`src/rtl/led_pkg.sv`:
```
// Shared definitions for the LED pattern sequencer: widths, mode/state enums,
// the accepted-command record and the per-step pattern update function.
// Pure package: no logic, no latency, no flow control.
package led_pkg;

  localparam int LED_W    = 8;
  localparam int RATE_W   = 4;
  localparam int BRIGHT_W = 4;

  typedef enum logic [1:0] {
    MODE_STATIC = 2'd0,
    MODE_BLINK  = 2'd1,
    MODE_CHASE  = 2'd2,
    MODE_COUNT  = 2'd3
  } mode_e;

  typedef enum logic [1:0] {
    ST_IDLE = 2'd0,
    ST_LOAD = 2'd1,
    ST_RUN  = 2'd2
  } state_e;

  // Command fields captured on a handshake and applied one cycle later.
  typedef struct packed {
    mode_e             mode;
    logic [LED_W-1:0]  pattern;
    logic [RATE_W-1:0] rate;
  } cmd_t;

  // Pattern value after one step. For BLINK, 'lit' says whether the base
  // pattern is currently on display, so the next step blanks it (or restores
  // it). STATIC never steps; returning the current value keeps the function
  // total.
  function automatic logic [LED_W-1:0] step_pattern(
    input mode_e            mode,
    input logic [LED_W-1:0] cur,
    input logic [LED_W-1:0] base,
    input logic             lit
  );
    logic [LED_W-1:0] nxt;
    nxt = cur;
    unique case (mode)
      MODE_STATIC: nxt = cur;
      MODE_BLINK:  nxt = lit ? '0 : base;
      MODE_CHASE:  nxt = {cur[LED_W-2:0], cur[LED_W-1]};
      MODE_COUNT:  nxt = cur + LED_W'(1);
      default:     nxt = cur;
    endcase
    return nxt;
  endfunction

endpackage

```
`src/rtl/led_step_timer.sv`:
```
// Step prescaler: a TICK_DIV cycle base divider followed by a rate divider.
// Latency: step_o is combinational from the counter state; first step (rate+1)*TICK_DIV cycles after clear.
// Backpressure: none; pause_i freezes both counters, clear_i zeroes them and wins over everything.
//
// Ports:
//   clk_i, rst_i  clock and synchronous active-high reset
//   clear_i       zero both counters this edge (no step)
//   run_i         counters advance only while high
//   pause_i       hold both counters, suppress step
//   rate_i        step period is (rate_i+1) base ticks
//   step_o        high in the cycle whose rising edge completes a step period
module led_step_timer
  import led_pkg::*;
#(
  parameter int TICK_DIV = 1000000
) (
  input  logic              clk_i,
  input  logic              rst_i,
  input  logic              clear_i,
  input  logic              run_i,
  input  logic              pause_i,
  input  logic [RATE_W-1:0] rate_i,
  output logic              step_o
);

  // A divide-by-1 still needs a one-bit counter that simply stays at zero.
  localparam int              DIV_W    = (TICK_DIV > 1) ? $clog2(TICK_DIV) : 1;
  localparam logic [DIV_W-1:0] DIV_LAST = DIV_W'(TICK_DIV - 1);

  logic [DIV_W-1:0]  div_cnt_q,  div_cnt_d;
  logic [RATE_W-1:0] rate_cnt_q, rate_cnt_d;
  logic              tick;
  logic              rate_hit;

  assign tick     = (div_cnt_q == DIV_LAST);
  assign rate_hit = (rate_cnt_q == rate_i);

  always_comb begin
    div_cnt_d  = div_cnt_q;
    rate_cnt_d = rate_cnt_q;
    step_o     = 1'b0;
    if (clear_i) begin
      div_cnt_d  = '0;
      rate_cnt_d = '0;
    end else if (run_i && !pause_i) begin
      if (tick) begin
        div_cnt_d  = '0;
        rate_cnt_d = rate_hit ? '0 : rate_cnt_q + RATE_W'(1);
        step_o     = rate_hit;
      end else begin
        div_cnt_d  = div_cnt_q + DIV_W'(1);
      end
    end
  end

  always_ff @(posedge clk_i) begin
    if (rst_i) begin
      div_cnt_q  <= '0;
      rate_cnt_q <= '0;
    end else begin
      div_cnt_q  <= div_cnt_d;
      rate_cnt_q <= rate_cnt_d;
    end
  end

endmodule

```
`src/rtl/led_pattern_seq.sv`:
```
// Command-driven LED pattern generator: STATIC / BLINK / CHASE / COUNT patterns on an 8-bit LED byte.
// Latency: command accepted at edge N is visible on o_PS_LED after edge N+1; steps are registered (one-cycle o_step pulse).
// Backpressure: o_cmd_ready drops only for the single LOAD cycle and while reset is asserted.
//
// Ports:
//   i_clk, i_rst      clock, synchronous active-high reset
//   i_cmd_valid       command present (held stable until accepted)
//   o_cmd_ready       command can be accepted this cycle
//   i_cmd_mode        0 STATIC, 1 BLINK, 2 CHASE, 3 COUNT
//   i_cmd_pattern     initial/base pattern
//   i_cmd_rate        step period = (rate+1)*TICK_DIV cycles
//   i_cmd_bright      PWM duty (only used with LED_PATTERN_SEQ_PWM_EN)
//   i_pause           freeze the step engine
//   o_PS_LED          LED byte to the downstream output stage
//   o_step            one-cycle pulse on each pattern step
//   o_mode            currently active mode
//
// Build option: define LED_PATTERN_SEQ_PWM_EN to gate o_PS_LED with a
// 16-phase PWM whose duty is set by i_cmd_bright.
module led_pattern_seq
  import led_pkg::*;
#(
  parameter int TICK_DIV = 1000000
) (
  input  logic                i_clk,
  input  logic                i_rst,
  input  logic                i_cmd_valid,
  output logic                o_cmd_ready,
  input  logic [1:0]          i_cmd_mode,
  input  logic [LED_W-1:0]    i_cmd_pattern,
  input  logic [RATE_W-1:0]   i_cmd_rate,
  input  logic [BRIGHT_W-1:0] i_cmd_bright,
  input  logic                i_pause,
  output logic [LED_W-1:0]    o_PS_LED,
  output logic                o_step,
  output logic [1:0]          o_mode
);

  state_e            state_q,   state_d;
  cmd_t              cmd_q,     cmd_d;      // latched at handshake
  mode_e             mode_q,    mode_d;     // applied in LOAD
  logic [RATE_W-1:0] rate_q,    rate_d;
  logic [LED_W-1:0]  pattern_q, pattern_d;
  logic [LED_W-1:0]  base_q,    base_d;
  logic              lit_q,     lit_d;      // BLINK: base currently shown
  logic              step_q,    step_d;

  logic cmd_ready;
  logic accept;
  logic timer_step;
  logic timer_clear;
  logic timer_run;

  // Ready is combinational on i_rst so that no handshake can complete on an
  // edge that is also resetting the block.
  assign cmd_ready = !i_rst && (state_q != ST_LOAD);
  assign accept    = i_cmd_valid && cmd_ready;

  // Counters restart from zero for every new command: held clear outside RUN
  // and on the accepting edge itself, so the LOAD->RUN edge leaves them at 0.
  assign timer_run   = (state_q == ST_RUN);
  assign timer_clear = !timer_run || accept;

  led_step_timer #(
    .TICK_DIV (TICK_DIV)
  ) u_step_timer (
    .clk_i   (i_clk),
    .rst_i   (i_rst),
    .clear_i (timer_clear),
    .run_i   (timer_run),
    .pause_i (i_pause),
    .rate_i  (rate_q),
    .step_o  (timer_step)
  );

  always_comb begin
    state_d   = state_q;
    cmd_d     = cmd_q;
    mode_d    = mode_q;
    rate_d    = rate_q;
    pattern_d = pattern_q;
    base_d    = base_q;
    lit_d     = lit_q;
    step_d    = 1'b0;

    if (accept) begin
      cmd_d.mode    = mode_e'(i_cmd_mode);
      cmd_d.pattern = i_cmd_pattern;
      cmd_d.rate    = i_cmd_rate;
    end

    unique case (state_q)
      ST_IDLE: begin
        if (accept) state_d = ST_LOAD;
      end
      ST_LOAD: begin
        state_d   = ST_RUN;
        mode_d    = cmd_q.mode;
        rate_d    = cmd_q.rate;
        pattern_d = cmd_q.pattern;
        base_d    = cmd_q.pattern;
        lit_d     = 1'b1;
      end
      ST_RUN: begin
        // A new command aborts the sequence; a step due on the same edge is
        // dropped along with it.
        if (accept) begin
          state_d = ST_LOAD;
        end else if (timer_step && (mode_q != MODE_STATIC)) begin
          pattern_d = step_pattern(mode_q, pattern_q, base_q, lit_q);
          lit_d     = !lit_q;
          step_d    = 1'b1;
        end
      end
      default: begin
        state_d = ST_IDLE;
      end
    endcase
  end

  always_ff @(posedge i_clk) begin
    if (i_rst) begin
      state_q   <= ST_IDLE;
      cmd_q     <= '0;
      mode_q    <= MODE_STATIC;
      rate_q    <= '0;
      pattern_q <= '0;
      base_q    <= '0;
      lit_q     <= 1'b0;
      step_q    <= 1'b0;
    end else begin
      state_q   <= state_d;
      cmd_q     <= cmd_d;
      mode_q    <= mode_d;
      rate_q    <= rate_d;
      pattern_q <= pattern_d;
      base_q    <= base_d;
      lit_q     <= lit_d;
      step_q    <= step_d;
    end
  end

`ifdef LED_PATTERN_SEQ_PWM_EN
  // Brightness follows the same latch-then-apply path as the other fields so
  // the new duty takes effect together with the new pattern.
  logic [BRIGHT_W-1:0] bright_cmd_q, bright_cmd_d;
  logic [BRIGHT_W-1:0] bright_q,     bright_d;
  logic [BRIGHT_W-1:0] pwm_cnt_q,    pwm_cnt_d;
  logic                pwm_on;

  always_comb begin
    bright_cmd_d = bright_cmd_q;
    bright_d     = bright_q;
    pwm_cnt_d    = pwm_cnt_q + BRIGHT_W'(1);
    if (accept)             bright_cmd_d = i_cmd_bright;
    if (state_q == ST_LOAD) bright_d     = bright_cmd_q;
  end

  always_ff @(posedge i_clk) begin
    if (i_rst) begin
      bright_cmd_q <= '0;
      bright_q     <= '0;
      pwm_cnt_q    <= '0;
    end else begin
      bright_cmd_q <= bright_cmd_d;
      bright_q     <= bright_d;
      pwm_cnt_q    <= pwm_cnt_d;
    end
  end

  // "<=" rather than "<": duty is (bright+1)/16, so 15 is fully on and the
  // dimmest setting still lights for one phase in sixteen.
  assign pwm_on   = (pwm_cnt_q <= bright_q);
  assign o_PS_LED = pattern_q & {LED_W{pwm_on}};
`else
  logic unused_bright;
  assign unused_bright = ^i_cmd_bright;
  assign o_PS_LED      = pattern_q;
`endif

  assign o_cmd_ready = cmd_ready;
  assign o_step      = step_q;
  assign o_mode      = mode_q;

endmodule

```
`config.mk`:
```
export PLATFORM = sky130hd
export DESIGN_NAME = led_pattern_seq
export DESIGN_NICKNAME = d
export VERILOG_FILES = /design/src/rtl/led_pkg.sv /design/src/rtl/led_step_timer.sv /design/src/rtl/led_pattern_seq.sv
export SDC_FILE = /design/constraint.sdc
export NUM_CORES = 1
export LEC_CHECK = 0
export BUFFER_PORTS_ARGS = -buffer_cell sky130_fd_sc_hd__buf_2
export CAP_MARGIN = 15
export CELL_PAD_IN_SITES_DETAIL_PLACEMENT = 0
export CELL_PAD_IN_SITES_GLOBAL_PLACEMENT = 1
export CORE_ASPECT_RATIO = 2
export CORE_UTILIZATION = 43
export CTS_CLUSTER_SIZE = 30
export DETAILED_ROUTE_END_ITERATION = 10
export PLACE_DENSITY = 0.82
export SYNTH_ARGS = -nofsm -noshare
export SYNTH_HDL_FRONTEND = slang
export SYNTH_SLANG_ARGS = --single-unit
export TNS_END_PERCENT = 20
```
`constraint.sdc`:
```
create_clock -name i_clk -period 2.7 [get_ports i_clk]
set_input_delay 0.405 -clock i_clk [delete_from_list [all_inputs] [get_ports i_clk]]
set_output_delay 0.405 -clock i_clk [all_outputs]
set_load 0.01 [all_outputs]
```
==> results of run 1 <==
worst paths after layout:
kind	start	endpoint	slack (ps)
setup / recovery	state_q[0]	o_PS_LED[6]	360
hold / removal	i_cmd_mode[0]	cmd_q[12]	270
setup reg to reg	state_q[0]	o_PS_LED[6]	360
hold reg to reg	base_q[2]	base_q[2]	450
metal layers:
| layer | vias to the layer above | GRT usage, % |
|---|---|---|
| met2 | 34 | 34.2 |
| met3 | 16 | 5.97 |
| met5 | - | 0 |
| li1 | 1323 | - |
| met4 | 0 | 11.4 |
| met1 | 1210 | 22.8 |
cells in the final DEF, fill, tap and decap left out, types with 2 or more instances in the layout:
| master | instances |
|---|---|
| o211ai_1 | 7 |
| and4_1 | 2 |
| o221ai_1 | 2 |
| ha_1 | 3 |
| buf_2 | 29 |
| a211oi_1 | 2 |
| inv_1 | 4 |
| and3_1 | 7 |
| a32o_1 | 2 |
| clkinv_2 | 3 |
| nor2b_1 | 2 |
| nor4b_1 | 3 |
| a21oi_1 | 25 |
| nand2_1 | 70 |
| a221o_1 | 2 |
| nand3_1 | 11 |
| buf_4 | 13 |
| clkbuf_1 | 3 |
| nand4_1 | 9 |
| nor3_1 | 3 |
| or4_1 | 2 |
| nor2_1 | 38 |
| dfxtp_1 | 64 |
| xnor2_1 | 12 |
| xor2_1 | 15 |
| a21o_1 | 2 |
| or3_1 | 4 |
| nor3b_1 | 3 |
| nand2b_1 | 17 |
| o21ai_0 | 21 |
| a211o_1 | 2 |
| clkbuf_16 | 9 |
cell usage after synthesis, drive strengths merged (2+ instances only):
cell / number
a32o: 2
nand3: 11
nand2b: 17
nand2: 70
nor4b: 3
or4: 2
nor3b: 3
clkbuf: 18
xor2: 15
buf: 4
a21o: 2
o221ai: 2
a221o: 2
nand4: 9
o211ai: 7
nor3: 3
a211o: 2
xnor2: 12
inv: 4
a211oi: 2
nor2: 38
and3: 7
a21oi: 26
o21ai: 22
nor2b: 2
and4: 2
or3: 4
ha: 3
dfxtp: 64
power by group through the flow:
stage	Clock, mW	Combinational (mW)	Sequential [mW]
after floorplan	0	0.0813	1.01
after global placement	0	0.124	1.02
after detailed placement	0	0.125	1.02
after CTS	1.13	0.126	0.999
after global routing	1.17	0.141	1.00
final	1.10	0.123	0.999
cell families after synthesis:
group	count (synthesis)
xor+xnor	27
compound gates	72
flops	64
buf+inv	26
mux	1
simple gates	174
fa+ha+maj	3
stage by stage:
stage	hold WS, ps	power, mW
2_1_floorplan	432	1.09
3_3_place_gp	438	1.14
3_5_place_dp	444	1.14
4_1_cts	258	2.25
5_1_grt	284	2.31
6_report	267	2.22
critical path: stages, from the launching register on:
cell      delay, ps
dfxtp_1         360
and4bb_1        360
nand3_1         150
or4_1           590
o21a_1          260
or3_1           390
a21oi_1         150
area by class of cell:
cell class / count / area, µm²
Tap cell: 88 / 110
Timing Repair Buffer: 42 / 243
Inverter: 4 / 15.0
Clock buffer: 12 / 236
Sequential cell: 64 / 1280
Clock inverter: 4 / 45.0
Multi-Input combinational cell: 277 / 1550
Fill cell: 725 / 3140
flip-flops by register name, indices dropped and copies added, names as in the netlist:
register	cells
u_step_timer.div_cnt_q	20
cmd_q	14
base_q	8
o_PS_LED	8
rate_q	4
u_step_timer.rate_cnt_q	4
o_mode	2
state_q	2
lit_q	1
o_step	1
==> reports/metrics.csv, run 1 <==
stage,metric,value,unit
drt,DRT met1 WL,2.74,mm
logic_synthesis,Simple-Gate Fraction of Synth Area,28.2,%
clocking,CTS tree,built,
timing,final worst-path cycle share,86.8,%
critical_path,worst reg2reg path depth,6,
pwr,Leakage,1.24,nW
global_routing,gr usage total,20.7,%
die,Die H,119,µm
drt,max layer used,met4,
clocking,H-tree lvl count,3,
global_routing,grt total ovfl,0,
drt,# DRC,0,
critical_path,crit path launch type,register,
placement,Post-Place Cells,475,
timing,Pins Over Slew Limit,0,
placement,hpwl dp,4.73,mm
pwr,maximum vdd drop,0.394,mV
timing,Setup TNS,0,ps
clocking,TritonCTS buffer count,9,
logic_synthesis,"Async S/R FF share, synth",0,%
drt,drt first pass iters,6,
final_layout,Finished Layout Cells,491,
clocking,root buffer cell,clkbuf_16,
logic_synthesis,synth unique cells,42,
placement,post-place setup slack,253,ps
drt,number of DRC markers in iteration 0,131,
job,number of max-cap violations,0,
critical_path,Crit path arrival time,2600,ps
timing,Worst-Margin Slew,634,ps
critical_path,Setup CP Type,register to register,
clocking,CTS Buffer Depth,2,
clocking,clk_lat worst skew,330,ps
drt,Vias/cell,5.26,
logic_synthesis,mux cell area share after synthesis,0.383,%
logic_synthesis,Adder-Cell Fraction of Synth Area,1.28,%
clocking,# hold bufs at CTS,0,
clocking,"Reg clk slew, reported paths",50,ps
pwr,switch share,22.0,%
final_layout,Final Cell Area,3480,µm²
die,CORE AREA,6620,µm²
drt,wire per inst,13.4,µm
clocking,Post-CTS Setup Inserts,0,
logic_synthesis,post-synth top area cell,dfxtp_1,
logic_synthesis,Mapped Cells,367,
timing,fin crit period,2340,ps
final_layout,area added between synthesis and finish,18.6,%
critical_path,critical path endpoint category,register,
critical_path,"Req. time, crit path",2950,ps
timing,Max Clock Skew,4.49,ps
timing,Max-slew headroom,57.7,%
logic_synthesis,share of synthesized area occupied by flip-flops and latches,43.6,%
logic_synthesis,warnings from Yosys,0,
global_routing,first-pass GRT wire length,11.2,mm
drt,post-route ant nets,0,
die,num rows,42,
drt,met3 routed WL,189,µm
logic_synthesis,Synth Area in XOR/XNOR,8.05,%
global_routing,vias in the first global route,2501,
logic_synthesis,largest family of logic cells by synthesized area,simple AND/OR/NAND/NOR gates,
timing,unrepaired setup endpoints after global routing,no,
logic_synthesis,ranking of synthesized cells by area,"dfxtp_1 (44%), nand2_1 (8.9%), nor2_1 (4.9%)",
die,I/O pins,34,
pwr,Clk pwr share,49.5,%
logic_synthesis,top-area cell type share of the netlist area,43.6,%
final_layout,Nets,423,
hold_path,type of the tightest min-delay check,input port to register,
timing,final setup vio count,0,
timing,Achievable Freq,0.427,GHz
die,die span in x,60.4,µm
logic_synthesis,register bit count reported by yosys,64,
timing,Final WS setup,358,ps
pwr,power density over the cells,638,nW/µm²
placement,port bufs,29,
pwr,share of power burned in registers,45.0,%
clocking,PostCTS Resize Cnt,0,
pwr,P_int,1.73,mW
drt,vias post-DR,2583,
logic_synthesis,Syn Nets,392,
placement,GPL Wtd Cong,0.837,
final_layout,layout cell share with drive strength beyond 1,14.1,%
die,starting density of the core,44.4,%
pwr,Psw,0.488,mW
final_layout,diode count,0,
logic_synthesis,syn_area_per_cell,8.00,µm²
logic_synthesis,ys flop type,dfxtp_1,
clocking,Num Clock Sinks,64,
drt,WL met2,3.47,mm
drt,Routed Wire Length,6.60,mm
logic_synthesis,Post-synth EDFFs,0,
run_status,status,"complete, no violations",
timing,final hold vios,0,
pwr,combinational power share,5.6,%
placement,DP Area,3200,µm²
die,die area,7190,µm²
logic_synthesis,Mapped Area,2940,µm²
global_routing,largest net degree at the start of global routing,42,
hold_path,hold depth,3,
critical_path,CP Max Fanout,6,
logic_synthesis,Synth Area in Compound Gates,15.0,%
global_routing,initial antenna violation count,0,
final_layout,final core occ,52.6,%
No activity file was read; power rests on OpenSTA's default activity.
==> run 2: changes to the inputs <==
--- a/config.mk
+++ b/config.mk
@@ -7,7 +7,7 @@
 export LEC_CHECK = 0
 export BUFFER_PORTS_ARGS = -buffer_cell sky130_fd_sc_hd__buf_2
 export CAP_MARGIN = 15
-export CELL_PAD_IN_SITES_DETAIL_PLACEMENT = 0
+export CELL_PAD_IN_SITES_DETAIL_PLACEMENT = 1
 export CELL_PAD_IN_SITES_GLOBAL_PLACEMENT = 1
 export CORE_ASPECT_RATIO = 2
 export CORE_UTILIZATION = 43
==> run 2 against run 1 <==
  * Final cell count unchanged
  * Power down 0.40%
  * Critical path depth unchanged
  * Clock skew up 0.96 ps
  * Non-clock buffer count unchanged
  * Worst hold slack worse by 1.1 ps
  * Fmax up 0.22%
  * Clock power about the same
  * Sequential share of layout area about the same
  * Final area up 0.11%
  * Utilization up 0.057 points
  * Routed wire length up 13%
  * Highest routed layer unchanged
==> reports/metrics.csv, run 2 (same netlist as run 1, synthesis figures left out) <==
stage,metric,value,unit
run_status,status,"complete, no violations",
critical_path,crit path launch type,register,
final_layout,"commonest non-fill, non-tap cell in the layout",nand2_1,
final_layout,max reg flops,20,
drt,number of DRC markers in iteration 0,102,
clocking,root buffer cell,clkbuf_16,
global_routing,gr usage total,24.1,%
die,die span in x,60.4,µm
critical_path,Setup CP Type,register to register,
critical_path,CP Cell Sequence,and4bb_1 -> nand3_1 -> or4_1 -> o21a_1 -> or3_1 -> a21oi_1,
final_layout,diode count,0,
die,CORE AREA,6620,µm²
global_routing,grt total ovfl,0,
pwr,Clk pwr share,49.1,%
clocking,TritonCTS buffer count,9,
final_layout,# fillers,859,
global_routing,vias in the first global route,2804,
pwr,power density over the cells,634,nW/µm²
critical_path,CP Max Fanout,5,
die,num rows,42,
critical_path,Crit path arrival time,2600,ps
drt,vias post-DR,2641,
drt,Routed Wire Length,7.49,mm
clocking,CTS tree,built,
timing,unrepaired setup endpoints after global routing,no,
drt,wire per inst,15.2,µm
final_layout,most frequent cells in the layout,"nand2_1 (70), dfxtp_1 (64), nor2_1 (38), buf_2 (29), a21oi_1 (25)",
placement,GPL Wtd Cong,0.837,
timing,final hold vios,0,
placement,port bufs,29,
final_layout,Top Registers,"u_step_timer.div_cnt_q (20), cmd_q (14)",
hold_path,hold depth,3,
final_layout,layout cell share with drive strength beyond 1,14.6,%
final_layout,area added between synthesis and finish,18.7,%
timing,Setup TNS,0,ps
clocking,Num Clock Sinks,64,
clocking,CTS Buffer Depth,2,
drt,post-route ant nets,0,
critical_path,max incr delay on CP,580,ps
clocking,# hold bufs at CTS,0,
critical_path,R2R setup slack,360,ps
pwr,Leakage,1.25,nW
timing,final worst-path cycle share,86.6,%
critical_path,r2r endpoint,o_PS_LED[6],
final_layout,Top reg by flops,u_step_timer.div_cnt_q,
critical_path,"Req. time, crit path",2960,ps
placement,hpwl dp,5.41,mm
drt,drt first pass iters,4,
final_layout,final core occ,52.7,%
global_routing,largest net degree at the start of global routing,42,
timing,Max Clock Skew,5.45,ps
timing,fin crit period,2340,ps
final_layout,Nets,423,
timing,Worst-Margin Slew,634,ps
timing,Achievable Freq,0.428,GHz
die,die area,7190,µm²
hold_path,type of the tightest min-delay check,input port to register,
critical_path,critical path endpoint category,register,
pwr,Psw,0.498,mW
critical_path,crit path max-delay cell type,or4_1,
die,Die H,119,µm
clocking,H-tree lvl count,3,
drt,# DRC,0,
job,number of max-cap violations,0,
critical_path,Critical R2R Launch,state_q[1],
drt,Vias/cell,5.38,
pwr,share of power burned in registers,45.2,%
die,starting density of the core,44.4,%
pwr,switch share,22.5,%
pwr,maximum vdd drop,0.436,mV
hold_path,origin of the worst min-delay path,i_cmd_rate[2],
timing,Pins Over Slew Limit,0,
clocking,"Reg clk slew, reported paths",50,ps
critical_path,worst reg2reg path depth,6,
timing,final setup vio count,0,
die,I/O pins,34,
global_routing,first-pass GRT wire length,12.8,mm
global_routing,initial antenna violation count,0,
clocking,Post-CTS Setup Inserts,0,
clocking,PostCTS Resize Cnt,0,
pwr,P_int,1.72,mW
clocking,clk_lat worst skew,330,ps
timing,Max-slew headroom,57.8,%
pwr,combinational power share,5.7,%
hold_path,Worst Hold End,cmd_q[2],
## run 2: final cells by class
| type | instances | area [µm²] | share of cell area, % |
|---|---|---|---|
| multi-input cells | 277 | 1550 | 44.5 |
| flip-flops and latches | 64 | 1280 | 36.7 |
| well taps | 88 | 110 | 3.16 |
| clock inverters | 3 | 15.0 | 0.430 |
| repair buffers | 42 | 243 | 6.96 |
| inverters | 4 | 15.0 | 0.430 |
| clock buffers | 13 | 270 | 7.75 |
## run 2: how the worst max path moves through the flow
stage                     from     endpoint  slack [ps]  cells after the start
finish              state_q[1]  o_PS_LED[6]         360                      6
CTS                 state_q[1]  o_PS_LED[6]         360                      6
floorplan              i_pause  o_PS_LED[5]         430                      8
global route        state_q[1]  o_PS_LED[6]         280                      6
detailed placement     i_pause  o_PS_LED[6]         240                      7
global placement       i_pause  o_PS_LED[6]         260                      7
## run 2: layer usage
layer	GRT usage, %	share of wire [%]
met3	4.99	2.8
met5	0	0
met4	12.2	2.6
met2	43.2	57
met1	24.8	37
## run 2: critical path, delay by kind of cell (launching register included)
kind,cells,cell delay [ps]
and+or+nand+nor,4,1430
DFF,1,420
AOI/OAI and AO/OA,2,410
## run 2: power by group through the flow
stage	registers (mW)	logic (mW)	clock network (mW)
after floorplan	1.01	0.0813	0
after detailed placement	1.02	0.128	0
final	1.00	0.127	1.09
after global routing	1.00	0.144	1.15
after global placement	1.02	0.124	0
after CTS	1.00	0.129	1.12
## run 2: per-stage QoR
stage          cells  hold WS (ps)  total power, mW  instance area (µm²)  worst slack [ps]
5_1_grt          491           280             2.30                 3490               275
4_1_cts          491           258             2.25                 3490               356
2_1_floorplan    367           432             1.09                 2940               435
3_3_place_gp     475           438             1.14                 3200               263
6_report         491           266             2.21                 3490               363
3_5_place_dp     475           447             1.15                 3200               242
==> run 3: changes to the inputs <==
--- a/config.mk
+++ b/config.mk
@@ -14,6 +14,7 @@
 export CTS_CLUSTER_SIZE = 30
 export DETAILED_ROUTE_END_ITERATION = 10
 export PLACE_DENSITY = 0.82
+export RECOVER_POWER = 100
 export SYNTH_ARGS = -nofsm -noshare
 export SYNTH_HDL_FRONTEND = slang
 export SYNTH_SLANG_ARGS = --single-unit
==> run 3 against run 2 <==
  * Non-clock buffer count is the same
  * Setup slack lost 14 ps
  * Power shrank 0.12%
  * Die area is the same
  * Via count is essentially flat
  * Fmax shrank 0.59%
  * Clock skew is essentially flat
  * Critical path type unchanged
  * Largest power group unchanged
==> reports/metrics.csv, run 3 (same netlist as run 1, synthesis figures left out) <==
stage,metric,value,unit
critical_path,"Req. time, crit path",2960,ps
clocking,clk_lat worst skew,330,ps
final_layout,diode count,0,
critical_path,Crit. Startpoint,state_q[1],
hold_path,type of the tightest min-delay check,input port to register,
critical_path,CP Max Fanout,6,
pwr,power density over the cells,640,nW/µm²
global_routing,vias in the first global route,2804,
clocking,# hold bufs at CTS,0,
clocking,root buffer cell,clkbuf_16,
critical_path,crit path launch type,register,
drt,# DRC,0,
die,I/O pins,34,
timing,WHS,266,ps
final_layout,Finished Layout Cells,491,
timing,final hold vios,0,
timing,Max Clock Skew,5.78,ps
clocking,Post-CTS Setup Inserts,0,
timing,fin crit period,2350,ps
critical_path,"delay-heaviest family, CP",simple AND/OR/NAND/NOR gates,
drt,Routed Wire Length,7.47,mm
die,num rows,42,
placement,Post-Place Cells,475,
final_layout,Nets,423,
critical_path,Critical R2R Launch,state_q[1],
hold_path,origin of the worst min-delay path,i_cmd_rate[2],
timing,Worst-Margin Slew,1040,ps
global_routing,initial antenna violation count,0,
critical_path,CP Cell Sequence,and4bb_1 -> nand3_1 -> or4_1 -> clkbuf_1 -> o21ai_0 -> buf_4 -> o211ai_1 -> a21oi_1,
die,CORE AREA,6620,µm²
final_layout,max reg flops,20,
final_layout,# fillers,871,
placement,GPL Wtd Cong,0.837,
drt,vias post-DR,2642,
clocking,CTS tree,built,
drt,number of DRC markers in iteration 0,100,
drt,wire per inst,15.2,µm
timing,unrepaired setup endpoints after global routing,no,
critical_path,Crit path arrival time,2610,ps
drt,post-route ant nets,0,
clocking,TritonCTS buffer count,9,
die,die span in x,60.4,µm
run_status,status,"complete, no violations",
pwr,switch share,22.5,%
pwr,combinational power share,5.6,%
clocking,H-tree lvl count,3,
global_routing,largest net degree at the start of global routing,42,
drt,Vias/cell,5.38,
placement,post-place setup slack,242,ps
pwr,P_int,1.71,mW
critical_path,critical path endpoint category,register,
timing,final setup vio count,0,
placement,port bufs,29,
clocking,CTS Buffer Depth,2,
clocking,Num Clock Sinks,64,
timing,Achievable Freq,0.425,GHz
final_layout,Top reg by flops,u_step_timer.div_cnt_q,
placement,hpwl dp,5.41,mm
pwr,Clk pwr share,49.2,%
global_routing,grt total ovfl,0,
drt,drt first pass iters,4,
critical_path,Setup CP Type,register to register,
final_layout,area added between synthesis and finish,17.6,%
pwr,Psw,0.498,mW
timing,Pins Over Slew Limit,0,
timing,final worst-path cycle share,87.1,%
job,number of max-cap violations,0,
final_layout,layout cell share with drive strength beyond 1,10.9,%
pwr,Leakage,1.19,nW
final_layout,multi-input logic area,1550,µm²
global_routing,gr usage total,24.1,%
critical_path,Buf/Inv on CP,2,
timing,Setup TNS,0,ps
timing,Final WS setup,349,ps
final_layout,most frequent cells in the layout,"nand2_1 (70), dfxtp_1 (64), nor2_1 (38), a21oi_1 (26), o21ai_0 (22)",
clocking,"Reg clk slew, reported paths",50,ps
final_layout,Top Registers,"u_step_timer.div_cnt_q (20), cmd_q (14)",
critical_path,crit path max-delay cell type,or4_1,
die,die area,7190,µm²
die,starting density of the core,44.4,%
pwr,maximum vdd drop,0.436,mV
die,Die H,119,µm
timing,Max-slew headroom,30.9,%
clocking,PostCTS Resize Cnt,0,
final_layout,Reg area,1280,µm²
global_routing,first-pass GRT wire length,12.8,mm
pwr,share of power burned in registers,45.2,%
final_layout,final core occ,52.2,%
critical_path,max incr delay on CP,580,ps
final_layout,"commonest non-fill, non-tap cell in the layout",nand2_1,
## run 3: cell types whose count changed in the layout (fill, tap and decap cells not counted)
cell and delta:
a21oi_1 +1, a21oi_2 -1, buf_2 -9, buf_4 -5, clkbuf_1 +14, o21ai_0 +1, o21ai_1 -1
## run 3: tightest hold or removal path, cell delays in order
cell     delay [ps]
buf_2            70
nand2_1          30
o21ai_0          50
## run 3: worst paths after layout
kind | endpoint | slack (ps) | cells after the start
worst max-delay path | o_PS_LED[4] | 350 | 8
worst max register to register | o_PS_LED[4] | 350 | 8
worst min-delay path | cmd_q[2] | 270 | 3
worst min register to register | base_q[2] | 450 | 2
## run 3: layout make-up
class / count / area share, %
multi-input combinational: 277 / 44.9
timing repair buffer: 42 / 6.16
clock buffer: 13 / 7.82
sequential: 64 / 37.1
clock inverter: 3 / 0.435
tap: 88 / 3.19
inverter: 4 / 0.435
## run 3: metal layers
metal	vias up	part of all wire (%)	track usage, %
met3	13	2.6	4.99
met2	43	57	43.2
met4	0	2.4	12.2
li1	1321	-	-
met5	-	0	0
met1	1265	38	24.8
## run 3: power by group through the flow
stage,registers [mW],clock network [mW],logic [mW]
global placement,1.02,0,0.124
detailed placement,1.02,0,0.128
global route,1.00,1.15,0.141
floorplan,1.01,0,0.0813
CTS,1.00,1.12,0.129
finish,1.00,1.09,0.123
## run 3: through the flow
step                      area (µm²)  total power, mW
after floorplan                 2940             1.09
after global placement          3200             1.14
after detailed placement        3200             1.15
after CTS                       3490             2.25
after global routing            3450             2.30
final                           3450             2.21
